$ cat src/rtl/lcd_pkg.sv
// lcd_pkg: constants and types shared by the LCD character streamer.
//   LCD_CMD_LINE0 / LCD_CMD_LINE1 : HD44780 "set DDRAM address" commands for line 0 / line 1
//   CHAR_SPACE                    : fill value of a blank frame
//   CHAR_LF                       : line-feed byte, moves the write pointer instead of being stored
//   lcd_state_t                   : streamer FSM states
package lcd_pkg;

    localparam logic [7:0] LCD_CMD_LINE0 = 8'h80;
    localparam logic [7:0] LCD_CMD_LINE1 = 8'hC0;
    localparam logic [7:0] CHAR_SPACE    = 8'h20;
    localparam logic [7:0] CHAR_LF       = 8'h0A;

    typedef enum logic [2:0] {
        S_IDLE  = 3'd0,
        S_CMD0  = 3'd1,
        S_DATA0 = 3'd2,
        S_CMD1  = 3'd3,
        S_DATA1 = 3'd4
    } lcd_state_t;

endpackage

$ cat src/rtl/lcd_char_buf.sv
// lcd_char_buf: frame buffer, DEPTH x 8 flops.
//   clk, rst  : clock, synchronous active-high reset (fills every byte with a space)
//   i_we      : write enable
//   i_waddr   : write address
//   i_wdata   : write byte
//   i_raddr   : read address (combinational read)
//   o_rdata   : byte at i_raddr; reflects the contents before any write on this edge
module lcd_char_buf
    import lcd_pkg::*;
#(
    parameter int DEPTH = 32,
    parameter int AW    = 5
) (
    input  logic          clk,
    input  logic          rst,
    input  logic          i_we,
    input  logic [AW-1:0] i_waddr,
    input  logic [7:0]    i_wdata,
    input  logic [AW-1:0] i_raddr,
    output logic [7:0]    o_rdata
);

    logic [DEPTH-1:0][7:0] r_mem;

    always_ff @(posedge clk) begin
        if (rst) begin
            for (int i = 0; i < DEPTH; i++) r_mem[i] <= CHAR_SPACE;
        end else if (i_we) begin
            r_mem[i_waddr] <= i_wdata;
        end
    end

    assign o_rdata = r_mem[i_raddr];

endmodule

$ cat src/rtl/lcd_char_streamer.sv
// lcd_char_streamer: accepts ASCII bytes into a 2-line frame buffer and streams the
// whole frame (line-0 address command, line 0, line-1 address command, line 1) to an
// LCD bus driver over a valid/ready byte interface whenever the buffer changes or a
// refresh is requested.
//   clk, rst          : clock, synchronous active-high reset (blank frame is streamed afterwards)
//   DATA_IN, trig     : one buffer write per cycle with trig=1; 0x0A jumps to the other line
//   refresh           : request a full redraw
//   out_valid/ready   : downstream handshake; out_rs=0 command, 1 character
//   out_data          : command or character byte
//   busy              : a frame is in flight
module lcd_char_streamer
    import lcd_pkg::*;
#(
    parameter int N_COLS = 16,
    parameter int N_ROWS = 2
) (
    input  logic       clk,
    input  logic       rst,
    input  logic [7:0] DATA_IN,
    input  logic       trig,
    input  logic       refresh,
    output logic       out_valid,
    input  logic       out_ready,
    output logic       out_rs,
    output logic [7:0] out_data,
    output logic       busy
);

    localparam int DEPTH = N_COLS * N_ROWS;
    localparam int AW    = $clog2(DEPTH);

    lcd_state_t    r_state, w_state_n;
    logic [AW-1:0] r_rp, w_rp_n;
    logic [AW-1:0] r_wp;
    logic          r_dirty;
    logic          r_valid, w_valid_n;
    logic          r_rs, w_rs_n;
    logic [7:0]    r_data, w_data_n;
    logic          w_clr_dirty;
    logic          w_xfer;
    logic          w_we;
    logic [AW-1:0] w_rd_addr;
    logic [7:0]    w_rd_data;

    assign w_xfer = r_valid & out_ready;
    assign w_we   = trig & (DATA_IN != CHAR_LF);

    lcd_char_buf #(.DEPTH(DEPTH), .AW(AW)) u_buf (
        .clk     (clk),
        .rst     (rst),
        .i_we    (w_we),
        .i_waddr (r_wp),
        .i_wdata (DATA_IN),
        .i_raddr (w_rd_addr),
        .o_rdata (w_rd_data)
    );

    // In the data states the byte being loaded next is rp+1; after a command it is rp.
    // Kept apart from the FSM block so the read path has no apparent loop through it.
    always_comb begin
        w_rd_addr = r_rp;
        if (r_state == S_DATA0 || r_state == S_DATA1) w_rd_addr = r_rp + AW'(1);
    end

    // Write pointer: LF jumps to the start of the other line.
    always_ff @(posedge clk) begin
        if (rst) begin
            r_wp <= '0;
        end else if (trig) begin
            if (DATA_IN == CHAR_LF)
                r_wp <= (r_wp < AW'(N_COLS)) ? AW'(N_COLS) : '0;
            else
                r_wp <= (r_wp == AW'(DEPTH - 1)) ? '0 : r_wp + AW'(1);
        end
    end

    // Dirty: any write, or a refresh that arrives mid-frame, queues another frame.
    // A refresh in IDLE starts the frame directly. Writes on the clearing edge win.
    always_ff @(posedge clk) begin
        if (rst)
            r_dirty <= 1'b1;
        else
            r_dirty <= (r_dirty & ~w_clr_dirty) | trig | (refresh & (r_state != S_IDLE));
    end

    always_ff @(posedge clk) begin
        if (rst) begin
            r_state <= S_IDLE;
            r_rp    <= '0;
            r_valid <= 1'b0;
            r_rs    <= 1'b0;
            r_data  <= 8'h00;
        end else begin
            r_state <= w_state_n;
            r_rp    <= w_rp_n;
            r_valid <= w_valid_n;
            r_rs    <= w_rs_n;
            r_data  <= w_data_n;
        end
    end

    // Output register is reloaded only on a transfer (or frame start), so it holds
    // through stalls and ignores later buffer writes.
    always_comb begin
        w_state_n   = r_state;
        w_rp_n      = r_rp;
        w_valid_n   = r_valid;
        w_rs_n      = r_rs;
        w_data_n    = r_data;
        w_clr_dirty = 1'b0;
        case (r_state)
            S_IDLE: begin
                if (r_dirty | refresh) begin
                    w_state_n   = S_CMD0;
                    w_clr_dirty = 1'b1;
                    w_rp_n      = '0;
                    w_valid_n   = 1'b1;
                    w_rs_n      = 1'b0;
                    w_data_n    = LCD_CMD_LINE0;
                end
            end
            S_CMD0: begin
                if (w_xfer) begin
                    w_state_n = S_DATA0;
                    w_rs_n    = 1'b1;
                    w_data_n  = w_rd_data;
                end
            end
            S_DATA0: begin
                if (w_xfer) begin
                    w_rp_n = r_rp + AW'(1);
                    if (r_rp == AW'(N_COLS - 1)) begin
                        w_state_n = S_CMD1;
                        w_rs_n    = 1'b0;
                        w_data_n  = LCD_CMD_LINE1;
                    end else begin
                        w_data_n  = w_rd_data;
                    end
                end
            end
            S_CMD1: begin
                if (w_xfer) begin
                    w_state_n = S_DATA1;
                    w_rs_n    = 1'b1;
                    w_data_n  = w_rd_data;
                end
            end
            S_DATA1: begin
                if (w_xfer) begin
                    if (r_rp == AW'(DEPTH - 1)) begin
                        w_state_n = S_IDLE;
                        w_rp_n    = '0;
                        w_valid_n = 1'b0;
                    end else begin
                        w_rp_n    = r_rp + AW'(1);
                        w_data_n  = w_rd_data;
                    end
                end
            end
            default: begin
                w_state_n = S_IDLE;
                w_valid_n = 1'b0;
            end
        endcase
    end

    assign out_valid = r_valid;
    assign out_rs    = r_rs;
    assign out_data  = r_data;
    assign busy      = (r_state != S_IDLE);

endmodule

$ cat config.mk
export PLATFORM = sky130hd
export DESIGN_NAME = lcd_char_streamer
export DESIGN_NICKNAME = d
export VERILOG_FILES = /design/src/rtl/lcd_pkg.sv /design/src/rtl/lcd_char_buf.sv /design/src/rtl/lcd_char_streamer.sv
export SDC_FILE = /design/constraint.sdc
export NUM_CORES = 1
export LEC_CHECK = 0
export CAP_MARGIN = 20
export CORE_UTILIZATION = 40
export CTS_BUF_LIST = sky130_fd_sc_hd__clkbuf_4 sky130_fd_sc_hd__clkbuf_8 sky130_fd_sc_hd__clkbuf_16
export CTS_CLUSTER_DIAMETER = 60
export DETAILED_ROUTE_END_ITERATION = 6
export PLACE_DENSITY = 0.51
export SYNTH_ARGS = -nofsm -noshare
export SYNTH_HDL_FRONTEND = slang
export SYNTH_SLANG_ARGS = --single-unit
$ cat constraint.sdc
create_clock -name clk -period 5.1 [get_ports clk]
set_input_delay 1.53 -clock clk [delete_from_list [all_inputs] [get_ports clk]]
set_output_delay 1.53 -clock clk [all_outputs]
set_load 0.01 [all_outputs]
[Yosys cells after proc, flatten, opt, wreduce, memory -nomap -nowiden]
Cells that the tools add are included.
W data, S select, Z words.
Operators by class
  reduce and logical (&&, ||, !) cells: 14
  muxes and demuxes: 40
  multiply operators: 0
  shifts and indexed selects: 0
  div/mod/pow operators: 0
  $add $sub $neg: 2
  order comparisons: 4
  bitwise logic cells: 9
  eq/ne operators: 18
Operators with widths (count)
  $bwmux W256: 1
  $mux W8: 8
  $bmux W8 S5: 1
  $demux W8 S5: 1
  $mux W5: 8
  $pmux W8 S4: 1
  $mux W3: 7
  $pmux W3 S5: 1
  $pmux W5 S3: 1
  $lt A5 B6 Y1 const B: 2
  $ne A2 B2 Y1 const B: 6
  $add A5 B1 Y5 const B: 2
  $eq A5 B5 Y1 const B: 2
  $mux W1: 9
  $reduce_bool A3 Y1: 3
  $eq A8 B4 Y1 const B: 1
  $ne A8 B4 Y1 const B: 1
  $reduce_and A4 Y1: 2
  $reduce_and A7 Y1: 1
  $eq A3 B2 Y1 const B: 2
  $ne A2 B1 Y1 const B: 3
  $pmux W1 S3: 2
  $reduce_and A6 Y1: 1
  $eq A5 B4 Y1 const B: 1
  14 further kinds: 20
Storage, ports and cells
  word-level logic and storage cells: 126
  output and inout bits: 11
  bits in latches: 0
  memory bits (read-only): 0
  memories kept: 0
  flip-flop bits (word level): 280
  bits in writable memories: 0

[Logic depth before layout (Yosys ltp)]
Gate-level depths: netlist of run 1.
  depth after elaboration: 8
  gate-level depth with buffers: 11
  mapped depth without buffers: 10

[Cells and area by module]
From an unflattened synthesis of run 1, not the netlist that was laid out.
Unflattened totals
  cell total of the unflattened synthesis: 1490
  area, all modules: 13287.7 µm²
Modules (own cells, without submodules)
  lcd_char_buf: area each 11846.4 µm², cells an instance 1318, seq. area each 5124.9 µm², instances 1
  lcd_char_streamer: area each 1441.4 µm², cells an instance 172, seq. area each 480.5 µm², instances 1

[Least setup slack after synthesis of run 1]
OpenSTA, ideal clock, no wires.
  path type: input to register
  start point: in DATA_IN[3]
  end point: reg u_buf.r_mem[188] (netlist bit)
  slack: 1.872 ns
  stages: 9
  arrival: 3.157 ns
  cell sequence: clkbuf_1 -> nor4b_1 -> nand2_1 -> and3_1 -> clkbuf_1 -> clkbuf_1 -> buf_1 -> nand3_1 -> a21oi_1
Between the ends
  cells in the longest elaborated chain, start to end: 2
Ends and longest elaborated chain
  start: declaration: line lcd_char_streamer.sv:19  | input logic [7:0] DATA_IN,
  $ne A8 B4 Y1: line lcd_char_streamer.sv:46  | assign w_we = trig & (DATA_IN != CHAR_LF);
  $and A1 B1 Y1: line lcd_char_streamer.sv:46
  end signal: indexed assignment: line lcd_char_buf.sv:29  | r_mem[i_waddr] <= i_wdata;
  end: declaration: line lcd_char_buf.sv:23  | logic [DEPTH-1:0][7:0] r_mem;
Every way passes these cells.
A chain may end at the register's enable or synchronous reset.

[Worst setup path after layout of run 1]
  start point: reg r_state[1]
  end point: reg r_data[2], in the netlist out_data[2]
Between the ends
  cells in the longest elaborated chain, start to end: 8
Ends and longest elaborated chain
  start: declaration: line lcd_char_streamer.sv:32  | lcd_state_t r_state, w_state_n;
  start signal: assignment: line lcd_char_streamer.sv:94  | r_state <= w_state_n;
  $eq A3 B2 Y1 or $eq A3 B3 Y1 (tied branches): line lcd_char_streamer.sv:62, lcd_char_streamer.sv:111
  $logic_or A1 B1 Y1: line lcd_char_streamer.sv:62  | if (r_state == S_DATA0 || r_state == S_DATA1) w_rd_addr = r_rp + AW'(1);
  $mux W5: line lcd_char_streamer.sv:62
  $bmux W8 S5: line lcd_char_buf.sv:33  | assign o_rdata = r_mem[i_raddr];
  $mux W8 (not written as such): line lcd_char_buf.sv:33
  $mux W8, on equally long branches: line lcd_char_streamer.sv:150, lcd_char_streamer.sv:132
  $mux W8, on equally long branches: line lcd_char_streamer.sv:149, lcd_char_streamer.sv:130
  $pmux W8 S4: line lcd_char_streamer.sv:111  | case (r_state)
  end signal: assignment: line lcd_char_streamer.sv:98  | r_data <= w_data_n;
  end: declaration: line lcd_char_streamer.sv:38  | logic [7:0] r_data, w_data_n;
Parallel ways exist; a longest one is shown, timed or not. The select of a mux whose other input is x is not followed.

==> impl_metrics.env, run 1 <==
export IMPL_port_buffers=23
export IMPL_drive_gt1_share_pct=8.96
export IMPL_drt_initial_drc_count=1101
export IMPL_end_kind="flip-flop"
export IMPL_power_density_mw_per_mm2=388
export IMPL_multiInputGateArea_mm2=0.00766
export IMPL_rsz0062_at_grt="no"
export IMPL_slew_violations=0
export IMPL_crit_required_ns=5.51
export IMPL_ant_nets=0
export IMPL_cts_hold_buffers=0
export IMPL_via_per_inst=6.09
export IMPL_cp_max_fo=23
export IMPL_cts_tree="yes"
export IMPL_antenna_found_initial=0
export IMPL_synth_top_cell_by_area="dfxtp_1"
export IMPL_drt_total_wl_mm=50.0
export IMPL_cts_made_buffers=35
export IMPL_grt_pass1_vias=12600
export IMPL_syn_inst=1827
export IMPL_die_area_mm2=0.0357
export IMPL_fp_dieW_um=189
export IMPL_synth_edf_count=0
export IMPL_stdcell_count=2240
export IMPL_tightest_slew_ns=1.17
export IMPL_drc=0
export IMPL_finClkSkew_ns=0.00918
export IMPL_gr_total_overflow=0
export IMPL_antennaDiodeCount=0
export IMPL_routed_via_count=13600
export IMPL_dp_hpwl_mm=30.6
export IMPL_fin_crit_sh_pct=76.0
export IMPL_cts_root_buf="clkbuf_16"
export IMPL_leakagePower_nw=5.05
export IMPL_fin_nets=1782
export IMPL_ys_async_sr_fraction_pct=0
export IMPL_routed_top_layer="met4"
export IMPL_drt_first_pass_iters=5
export IMPL_nFillCells=3466
export IMPL_synthFlopType="dfxtp_1"
export IMPL_timing_final_crit_period_ns=3.87
export IMPL_yosysMostFrequentCell="nand2_1"
export IMPL_maxCapViolCount=0
export IMPL_ff_latch_area_mm2=0.00561
export IMPL_setup_violations_final=0
export IMPL_die_h_um=189
export IMPL_min_path_type="reg2reg"
export IMPL_synthTopCellsByCount="nand2_1 (336), dfxtp_1 (280), nand3_1 (265)"
export IMPL_grt_max_degree=153
export IMPL_initial_core_util_pct=40.6
export IMPL_syn2layout_area_growth_pct=12.2
export IMPL_hold_viol_final=0
export IMPL_grt_use_total_pct=27.5
export IMPL_core_mm2=0.0345
export IMPL_max_slew_margin_pct=22.2
export IMPL_outcome="completed"
export IMPL_grt_pass1_wl_mm=76.6
export IMPL_cts_setup_buffers=0
export IMPL_pin_count=24
export IMPL_irDropWorstVdd_mv=0.260
export IMPL_ctsLongestPathBuffers=3
export IMPL_dp_cells=2179
export IMPL_setup_tns_ns=0
export IMPL_wl_met3_mm=2.97
export IMPL_crit_type="reg2reg"
export IMPL_htreeDepth=2
export IMPL_wl_met2_mm=22.8
export IMPL_max_freq_mhz=258
export IMPL_yosys_cell_types_count=64
export IMPL_yosysTopAreaCellShare_pct=40.1
export IMPL_synthTopCellsByArea="dfxtp_1 (40%), nand3_1 (9.5%), nand2_1 (9.0%), a21oi_1 (8.7%), o22ai_1 (3.9%)"
export IMPL_finalPower_mw=6.10
export IMPL_rows=68
export IMPL_yosys_warnings=0
export IMPL_critPathArrivalTime_ns=4.28
export IMPL_drt_met1_wl_mm=22.5
export IMPL_synth_nets=1848
export IMPL_clkLatencyLatePin_ns=0.52
export IMPL_synth_seq_cells=280
export IMPL_finalWeightedCongestion=0.865
export IMPL_synth_area_mm2=0.0140
export IMPL_cts_sinks=280
export IMPL_cts_resized=0
export IMPL_wl_per_cell_um=22.3
export IMPL_syn_area_per_cell_um2=7.66
export IMPL_path_clk_slew_ns=0.06
export IMPL_critPathLaunchType="flip-flop"
export IMPL_seq_area_frac_synth_pct=40.1
## cell usage in the layout (no fill, tap or decap), drive strengths merged, types with 14 or more instances in the layout
master         synthesis  routed
nand2                337     337
dfxtp                280     280
nand3                265     265
a21oi                243     243
o22ai                 87      87
buf                   58      56
clkbuf               124      53
mux2i                 51      51
nor3                  47      47
nor2                  45      45
nand3b                37      37
o21ai                 27      27
clkdlybuf4s50          0      22
nand2b                21      21
o221ai                15      15
mux4                  14      14
## report_power, final
group	total, mW	internal, mW	switching (mW)
combinational	1.32	0.441	0.880
clock	2.49	1.51	0.979
sequential	2.28	2.23	0.0515
total	6.10	4.19	1.91
## cell type report
| cell class | count | share of cell area [%] |
|---|---|---|
| clock buffer | 52 | 6.59 |
| clock inverter | 9 | 0.733 |
| inverter | 9 | 0.215 |
| multi-input combinational | 1356 | 48.8 |
| sequential | 280 | 35.7 |
| tap | 455 | 3.63 |
| timing repair buffer | 79 | 4.33 |
## flip-flops by register name, summed over array words and instances (netlist names)
| signal | count |
|---|---|
| out_data | 8 |
| out_rs | 1 |
| out_valid | 1 |
| r_dirty | 1 |
| r_rp | 5 |
| r_state | 3 |
| r_wp | 5 |
| u_buf.r_mem | 256 |
## per-stage QoR
stage               area (um2)  util [%]  setup WS, ns  hold slack [ns]
finish                   15700      45.6          1.23            0.454
CTS                      15700      45.6          1.37            0.454
floorplan                14000         -          1.87            0.432
global route             15700      45.6          1.09            0.467
detailed placement       14600      42.2         0.988            0.446
global placement         14600      42.2          1.02            0.440
## worst paths after layout
path | endpoint | slack, ns | cells after the start | from
worst max-delay path | out_data[2] | 1.23 | 8 | r_state[1]
worst min-delay path | u_buf.r_mem[127] | 0.45 | 2 | u_buf.r_mem[127]
worst max register to register | out_data[2] | 1.23 | 8 | r_state[1]
worst min register to register | u_buf.r_mem[127] | 0.45 | 2 | u_buf.r_mem[127]
## metal layers
metal | vias up | GRT usage [%]
li1 | 6438 | -
met1 | 6583 | 38.3
met3 | 98 | 3.00
met5 | - | 0
met2 | 512 | 43.4
met4 | 0 | 10.5
## critical path, cell delays in order, from the launching register on
cell and delay, ns:
dfxtp_1 0.68, xnor2_1 0.14, buf_4 0.23, o21ai_1 0.33, and2_1 0.87, nand3_1 0.54
o32ai_1 0.64, nor2_1 0.08, a32o_1 0.25
## cells by family (layout without fill, tap and decap cells)
kind of cell / after synthesis / after routing / synth area share, %
compound gates: 471 / 471 / 20.3
xor+xnor: 2 / 2 / 0.179
fa+ha+maj: 8 / 8 / 0.715
buf+inv: 191 / 149 / 5.40
flops: 280 / 280 / 40.1
mux: 70 / 70 / 6.30
simple gates: 805 / 805 / 27.1
No activity file was read; power rests on OpenSTA's default activity.
==> run 2: changes to the inputs <==
--- a/config.mk
+++ b/config.mk
@@ -10,7 +10,7 @@
 export CTS_BUF_LIST = sky130_fd_sc_hd__clkbuf_4 sky130_fd_sc_hd__clkbuf_8 sky130_fd_sc_hd__clkbuf_16
 export CTS_CLUSTER_DIAMETER = 60
 export DETAILED_ROUTE_END_ITERATION = 6
-export PLACE_DENSITY = 0.51
+export PLACE_DENSITY = 0.53
 export SYNTH_ARGS = -nofsm -noshare
 export SYNTH_HDL_FRONTEND = slang
 export SYNTH_SLANG_ARGS = --single-unit
==> constraint.sdc (replaced) <==
create_clock -name clk -period 3.5 [get_ports clk]
set_input_delay 1.05 -clock clk [delete_from_list [all_inputs] [get_ports clk]]
set_output_delay 1.05 -clock clk [all_outputs]
set_load 0.01 [all_outputs]
==> run 2 against run 1 <==
Compared with the run above:
- critical path depth fell by 4
- non-clock buffer count up 28
- wire length decreased by 2.1%
- first-iteration DRC count increased by 28%
- sequential share of layout area decreased by 0.64 points
- via count is 0.35% higher
- largest cell class unchanged
- die area unchanged
- final area up 1.8%
- flip-flop and latch count is the same
==> impl_metrics.env, run 2 (synthesis results as in run 1) <==
export IMPL_crit_required_ns=2.45
export IMPL_outcome="completed"
export IMPL_min_from="u_buf.r_mem[60]"
export IMPL_fin_nets=1812
export IMPL_power_density_mw_per_mm2=565
export IMPL_max_stage_delay_ns=0.53
export IMPL_grt_use_total_pct=27.1
export IMPL_setup_violations_final=0
export IMPL_min_to="u_buf.r_mem[60]"
export IMPL_grt_max_degree=159
export IMPL_drive_gt1_share_pct=10.5
export IMPL_drt_initial_drc_count=1404
export IMPL_cts_made_buffers=37
export IMPL_grt_pass1_vias=12800
export IMPL_holdPathStages=2
export IMPL_die_h_um=189
export IMPL_core_mm2=0.0345
export IMPL_most_common_layout_cells="nand2_1 (336), dfxtp_1 (278), nand3_1 (265)"
export IMPL_setup_tns_ns=0
export IMPL_final_common_cell="nand2_1"
export IMPL_syn2layout_area_growth_pct=14.3
export IMPL_cp_max_fo=12
export IMPL_fin_area_mm2=0.0160
export IMPL_finalWeightedCongestion=0.853
export IMPL_wl_per_cell_um=21.5
export IMPL_switching_share_pct=30.7
export IMPL_path_clk_slew_ns=0.05
export IMPL_seq_power_share_pct=36.8
export IMPL_r2r_setup_slack_ns=0.32
export IMPL_irDropWorstVdd_mv=0.364
export IMPL_critPathLaunchType="flip-flop"
export IMPL_fin_crit_sh_pct=96.6
export IMPL_r2r_end="out_data[0]"
export IMPL_crit_type="reg2out"
export IMPL_clockPowerShare_pct=41.7
export IMPL_via_per_inst=6.02
export IMPL_p_int_mw=6.26
export IMPL_dpl_cell_area_mm2=0.0148
export IMPL_finClkSkew_ns=0.0216
export IMPL_fp_dieW_um=189
export IMPL_max_freq_mhz=296
export IMPL_ff2ff_path_depth=9
export IMPL_antennaDiodeCount=0
export IMPL_fin_hold_ws_ns=0.453
export IMPL_slowest_stage="dfxtp_1"
export IMPL_critical_path_cell_chain="buf_4, nor3_1, inv_1, clkdlybuf4s50_1"
export IMPL_tightest_slew_ns=0.841
export IMPL_cts_hold_buffers=0
export IMPL_largest_reg_flops=256
export IMPL_switchingPower_mw=2.78
export IMPL_cts_setup_buffers=0
export IMPL_port_buffers=23
export IMPL_cts_sinks=280
export IMPL_cts_tree="yes"
export IMPL_clkLatencyLatePin_ns=0.53
export IMPL_end_kind="output pin"
export IMPL_pin_count=24
export IMPL_ant_nets=0
export IMPL_top_register="u_buf.r_mem"
export IMPL_htreeDepth=2
export IMPL_dp_cells=2206
export IMPL_dp_hpwl_mm=31.3
export IMPL_hold_viol_final=0
export IMPL_stdcell_count=2271
export IMPL_drt_total_wl_mm=48.9
export IMPL_die_area_mm2=0.0357
export IMPL_rsz0062_at_grt="no"
export IMPL_rows=68
export IMPL_timing_final_crit_period_ns=3.38
export IMPL_antenna_found_initial=0
export IMPL_gr_total_overflow=0
export IMPL_grt_pass1_wl_mm=76.1
export IMPL_initial_core_util_pct=40.6
export IMPL_drc=0
export IMPL_finalPower_mw=9.04
export IMPL_leakagePower_nw=5.23
export IMPL_ctsLongestPathBuffers=3
export IMPL_cts_root_buf="clkbuf_16"
export IMPL_routed_via_count=13700
export IMPL_cts_resized=0
export IMPL_maxCapViolCount=0
export IMPL_r2r_start="r_rp[0]"
export IMPL_max_slew_margin_pct=43.9
export IMPL_drt_first_pass_iters=5
export IMPL_slew_violations=0
export IMPL_critPathArrivalTime_ns=2.33
export IMPL_combPwrFrac_pct=21.5
export IMPL_min_path_type="reg2reg"
## run 2: changes by cell type in the layout (fill, tap and decap cells not counted), sizes merged
cell	change
buf	+28
clkinv	+6
clkbuf	+3
inv	-3
clkinvlp	-2
bufinv	-1
## run 2: metal layers
metal  routed length [um]  global-route usage, %  up-vias
met1                22300                   37.7     6672
met2                22700                   44.0      446
met4                  960                   7.29        0
met3                 2920                   3.30       73
li1                     -                      -     6488
met5                    0                      0        -
## run 2: layout make-up
| type | instances | area (um2) |
|---|---|---|
| Fill cell | 3450 | 18500 |
| Multi-Input combinational cell | 1356 | 7660 |
| Sequential cell | 280 | 5610 |
| Clock buffer | 55 | 1130 |
| Timing Repair Buffer | 107 | 906 |
| Tap cell | 455 | 569 |
| Clock inverter | 9 | 77.6 |
| Inverter | 9 | 33.8 |
## run 2: per-stage QoR
step / util, % / setup WS (ns)
finish: 46.4 / 0.119
global route: 46.4 / 0.0535
CTS: 46.4 / 0.144
detailed placement: 42.9 / 0.104
global placement: 42.9 / 0.161
floorplan: - / 0.752
## run 2: how the worst max path moves through the flow
stage / slack (ns) / cells after the start / from / to
after floorplan: 0.75 / 9 / DATA_IN[3] / u_buf.r_mem[188]
after global placement: 0.16 / 7 / DATA_IN[3] / u_buf.r_mem[20]
after detailed placement: 0.10 / 7 / DATA_IN[3] / u_buf.r_mem[17]
after CTS: 0.14 / 4 / r_state[0] / busy
after global routing: 0.05 / 4 / r_state[0] / busy
final: 0.12 / 4 / r_state[0] / busy
## run 2: worst max-delay path, delay by kind of cell, from the launching register on
kind,cells,cell delay [ns]
and+or+nand+nor,1,0.35
DFF,1,0.53
buffers and inverters,3,0.93
## run 2: power groups by stage
stage                     Sequential (mW)  Clock, mW  Combinational, mW
after floorplan                      3.36          0               1.26
after CTS                            3.33       3.82               1.91
after global placement               3.40          0               1.90
final                                3.33       3.77               1.94
after global routing                 3.33       3.95               2.09
after detailed placement             3.40          0               1.91
==> run 3: changes to the inputs <==
--- a/config.mk
+++ b/config.mk
@@ -11,6 +11,8 @@
 export CTS_CLUSTER_DIAMETER = 60
 export DETAILED_ROUTE_END_ITERATION = 6
 export PLACE_DENSITY = 0.53
+export RECOVER_POWER = 50
+export REMOVE_ABC_BUFFERS = 1
 export SYNTH_ARGS = -nofsm -noshare
 export SYNTH_HDL_FRONTEND = slang
 export SYNTH_SLANG_ARGS = --single-unit
==> run 3 against run 2 <==
Compared with the run above:
- via count increased by 2.8%
- combinational power up 4%
- first-iteration DRC count shrank 0.50%
- highest routed layer is now met5
==> impl_metrics.env, run 3 (synthesis results as in run 1) <==
export IMPL_startpoint="r_state[1]"
export IMPL_nFillCells=3427
export IMPL_finalWeightedCongestion=0.900
export IMPL_routed_via_count=14100
export IMPL_die_area_mm2=0.0357
export IMPL_max_slew_margin_pct=27.3
export IMPL_gr_total_overflow=0
export IMPL_drc=0
export IMPL_slew_violations=0
export IMPL_ff_latch_area_mm2=0.00561
export IMPL_dp_hpwl_mm=32.7
export IMPL_antenna_found_initial=2
export IMPL_critPathLaunchType="flip-flop"
export IMPL_switchingPower_mw=2.82
export IMPL_top_register="u_buf.r_mem"
export IMPL_setup_tns_ns=0
export IMPL_ctsLongestPathBuffers=3
export IMPL_combPwrFrac_pct=22.3
export IMPL_rows=68
export IMPL_r2r_end="out_data[5]"
export IMPL_clockPowerShare_pct=41.3
export IMPL_cts_resized=0
export IMPL_drt_total_wl_mm=50.2
export IMPL_min_path_type="reg2reg"
export IMPL_clkLatencyLatePin_ns=0.54
export IMPL_cts_root_buf="clkbuf_16"
export IMPL_leakagePower_nw=5.46
export IMPL_htreeDepth=2
export IMPL_fin_crit_sh_pct=93.4
export IMPL_finClkSkew_ns=0.0244
export IMPL_ff2ff_path_depth=9
export IMPL_antennaDiodeCount=0
export IMPL_wl_per_cell_um=21.5
export IMPL_end_kind="flip-flop"
export IMPL_cts_hold_buffers=0
export IMPL_crit_type="reg2reg"
export IMPL_grt_pass1_wl_mm=77.3
export IMPL_p_int_mw=6.23
export IMPL_grt_use_total_pct=27.9
export IMPL_min_from="u_buf.r_mem[183]"
export IMPL_fp_dieW_um=189
export IMPL_crit_required_ns=3.90
export IMPL_outcome="completed"
export IMPL_grt_pass1_vias=12600
export IMPL_r2r_start="r_state[1]"
export IMPL_ant_nets=0
export IMPL_port_buffers=23
export IMPL_crit_path_end="out_data[5]"
export IMPL_setup_violations_final=0
export IMPL_die_h_um=189
export IMPL_maxCapViolCount=0
export IMPL_largest_reg_flops=256
export IMPL_most_common_layout_cells="nand2_1 (336), dfxtp_1 (278), nand3_1 (265)"
export IMPL_r2r_setup_slack_ns=0.23
export IMPL_cts_setup_buffers=0
export IMPL_multiInputGateArea_mm2=0.00766
export IMPL_switching_share_pct=31.2
export IMPL_pin_count=24
export IMPL_drive_gt1_share_pct=11.6
export IMPL_tightest_slew_ns=1.09
export IMPL_seq_power_share_pct=36.4
export IMPL_max_freq_mhz=306
export IMPL_fin_hold_ws_ns=0.453
export IMPL_power_density_mw_per_mm2=553
export IMPL_rsz0062_at_grt="no"
export IMPL_cts_tree="yes"
export IMPL_drt_first_pass_iters=5
export IMPL_syn2layout_area_growth_pct=17.0
export IMPL_cts_made_buffers=36
export IMPL_cp_max_fo=15
export IMPL_cts_sinks=280
export IMPL_via_per_inst=6.02
export IMPL_final_common_cell="nand2_1"
export IMPL_hold_viol_final=0
export IMPL_core_mm2=0.0345
export IMPL_irDropWorstVdd_mv=0.391
export IMPL_timing_final_crit_period_ns=3.27
export IMPL_path_clk_slew_ns=0.06
export IMPL_grt_max_degree=109
export IMPL_initial_core_util_pct=40.6
export IMPL_drt_initial_drc_count=1397
export IMPL_fin_nets=1877
export IMPL_critPathArrivalTime_ns=3.67
run 3: cell count changes in the layout (fill, tap and decap cells not counted), moves of 4 or more:
cell / delta
clkbuf_1: +31
clkdlybuf4s50_1: -14
dlygate4sd3_1: +14
buf_4: +25
inv_6: +4
clkbuf_2: +4
run 3: worst min path at each step:
stage | to | depth (start not counted)
2_1_floorplan | u_buf.r_mem[231] | 2
3_3_place_gp | u_buf.r_mem[230] | 2
3_5_place_dp | u_buf.r_mem[43] | 2
4_1_cts | u_buf.r_mem[67] | 2
5_1_grt | u_buf.r_mem[34] | 2
6_report | u_buf.r_mem[183] | 2
run 3: final cells by class:
| cell class | instances | area share (%) |
|---|---|---|
| multi-input cells | 1356 | 46.8 |
| flip-flops and latches | 280 | 34.3 |
| repair buffers | 173 | 7.98 |
| clock buffers | 50 | 6.48 |
| well taps | 455 | 3.48 |
| clock inverters | 12 | 0.803 |
| inverters | 9 | 0.206 |
run 3: metal layers:
layer | up-vias | wire length (um) | GRT usage (%)
li1 | 6632 | - | -
met1 | 6830 | 23000 | 40.6
met2 | 514 | 22100 | 42.0
met3 | 88 | 3520 | 3.86
met4 | 2 | 1540 | 9.24
met5 | - | 14 | 0
run 3: power by group through the flow:
| stage | sequential, mW | clock (mW) | combinational [mW] |
|---|---|---|---|
| after floorplan | 3.41 | 0 | 1.04 |
| after global placement | 3.37 | 0 | 1.99 |
| after detailed placement | 3.37 | 0 | 2.00 |
| after CTS | 3.30 | 3.80 | 2.01 |
| after global routing | 3.30 | 3.94 | 2.15 |
| final | 3.29 | 3.74 | 2.02 |
run 3: worst max-delay path, stage by stage (launching register included):
cell      delay, ns
dfxtp_1        0.34
buf_4          0.21
xor2_2         0.47
nand2_1        0.54
a22o_1         0.36
buf_4          0.19
o221ai_1       0.30
o21ai_0        0.16
a22oi_1        0.42
o41ai_1        0.15
run 3: per-stage QoR:
stage / util (%) / worst slack (ns) / cells / cell area [um2] / power [mW]
floorplan: - / -0.984 / 1645 / 13300 / 4.46
global placement: 44.8 / 0.193 / 2273 / 15400 / 5.36
detailed placement: 44.8 / 0.188 / 2273 / 15400 / 5.36
CTS: 48.3 / 0.343 / 2335 / 16600 / 9.10
global route: 47.5 / 0.0666 / 2335 / 16400 / 9.39
finish: 47.5 / 0.232 / 2335 / 16400 / 9.06
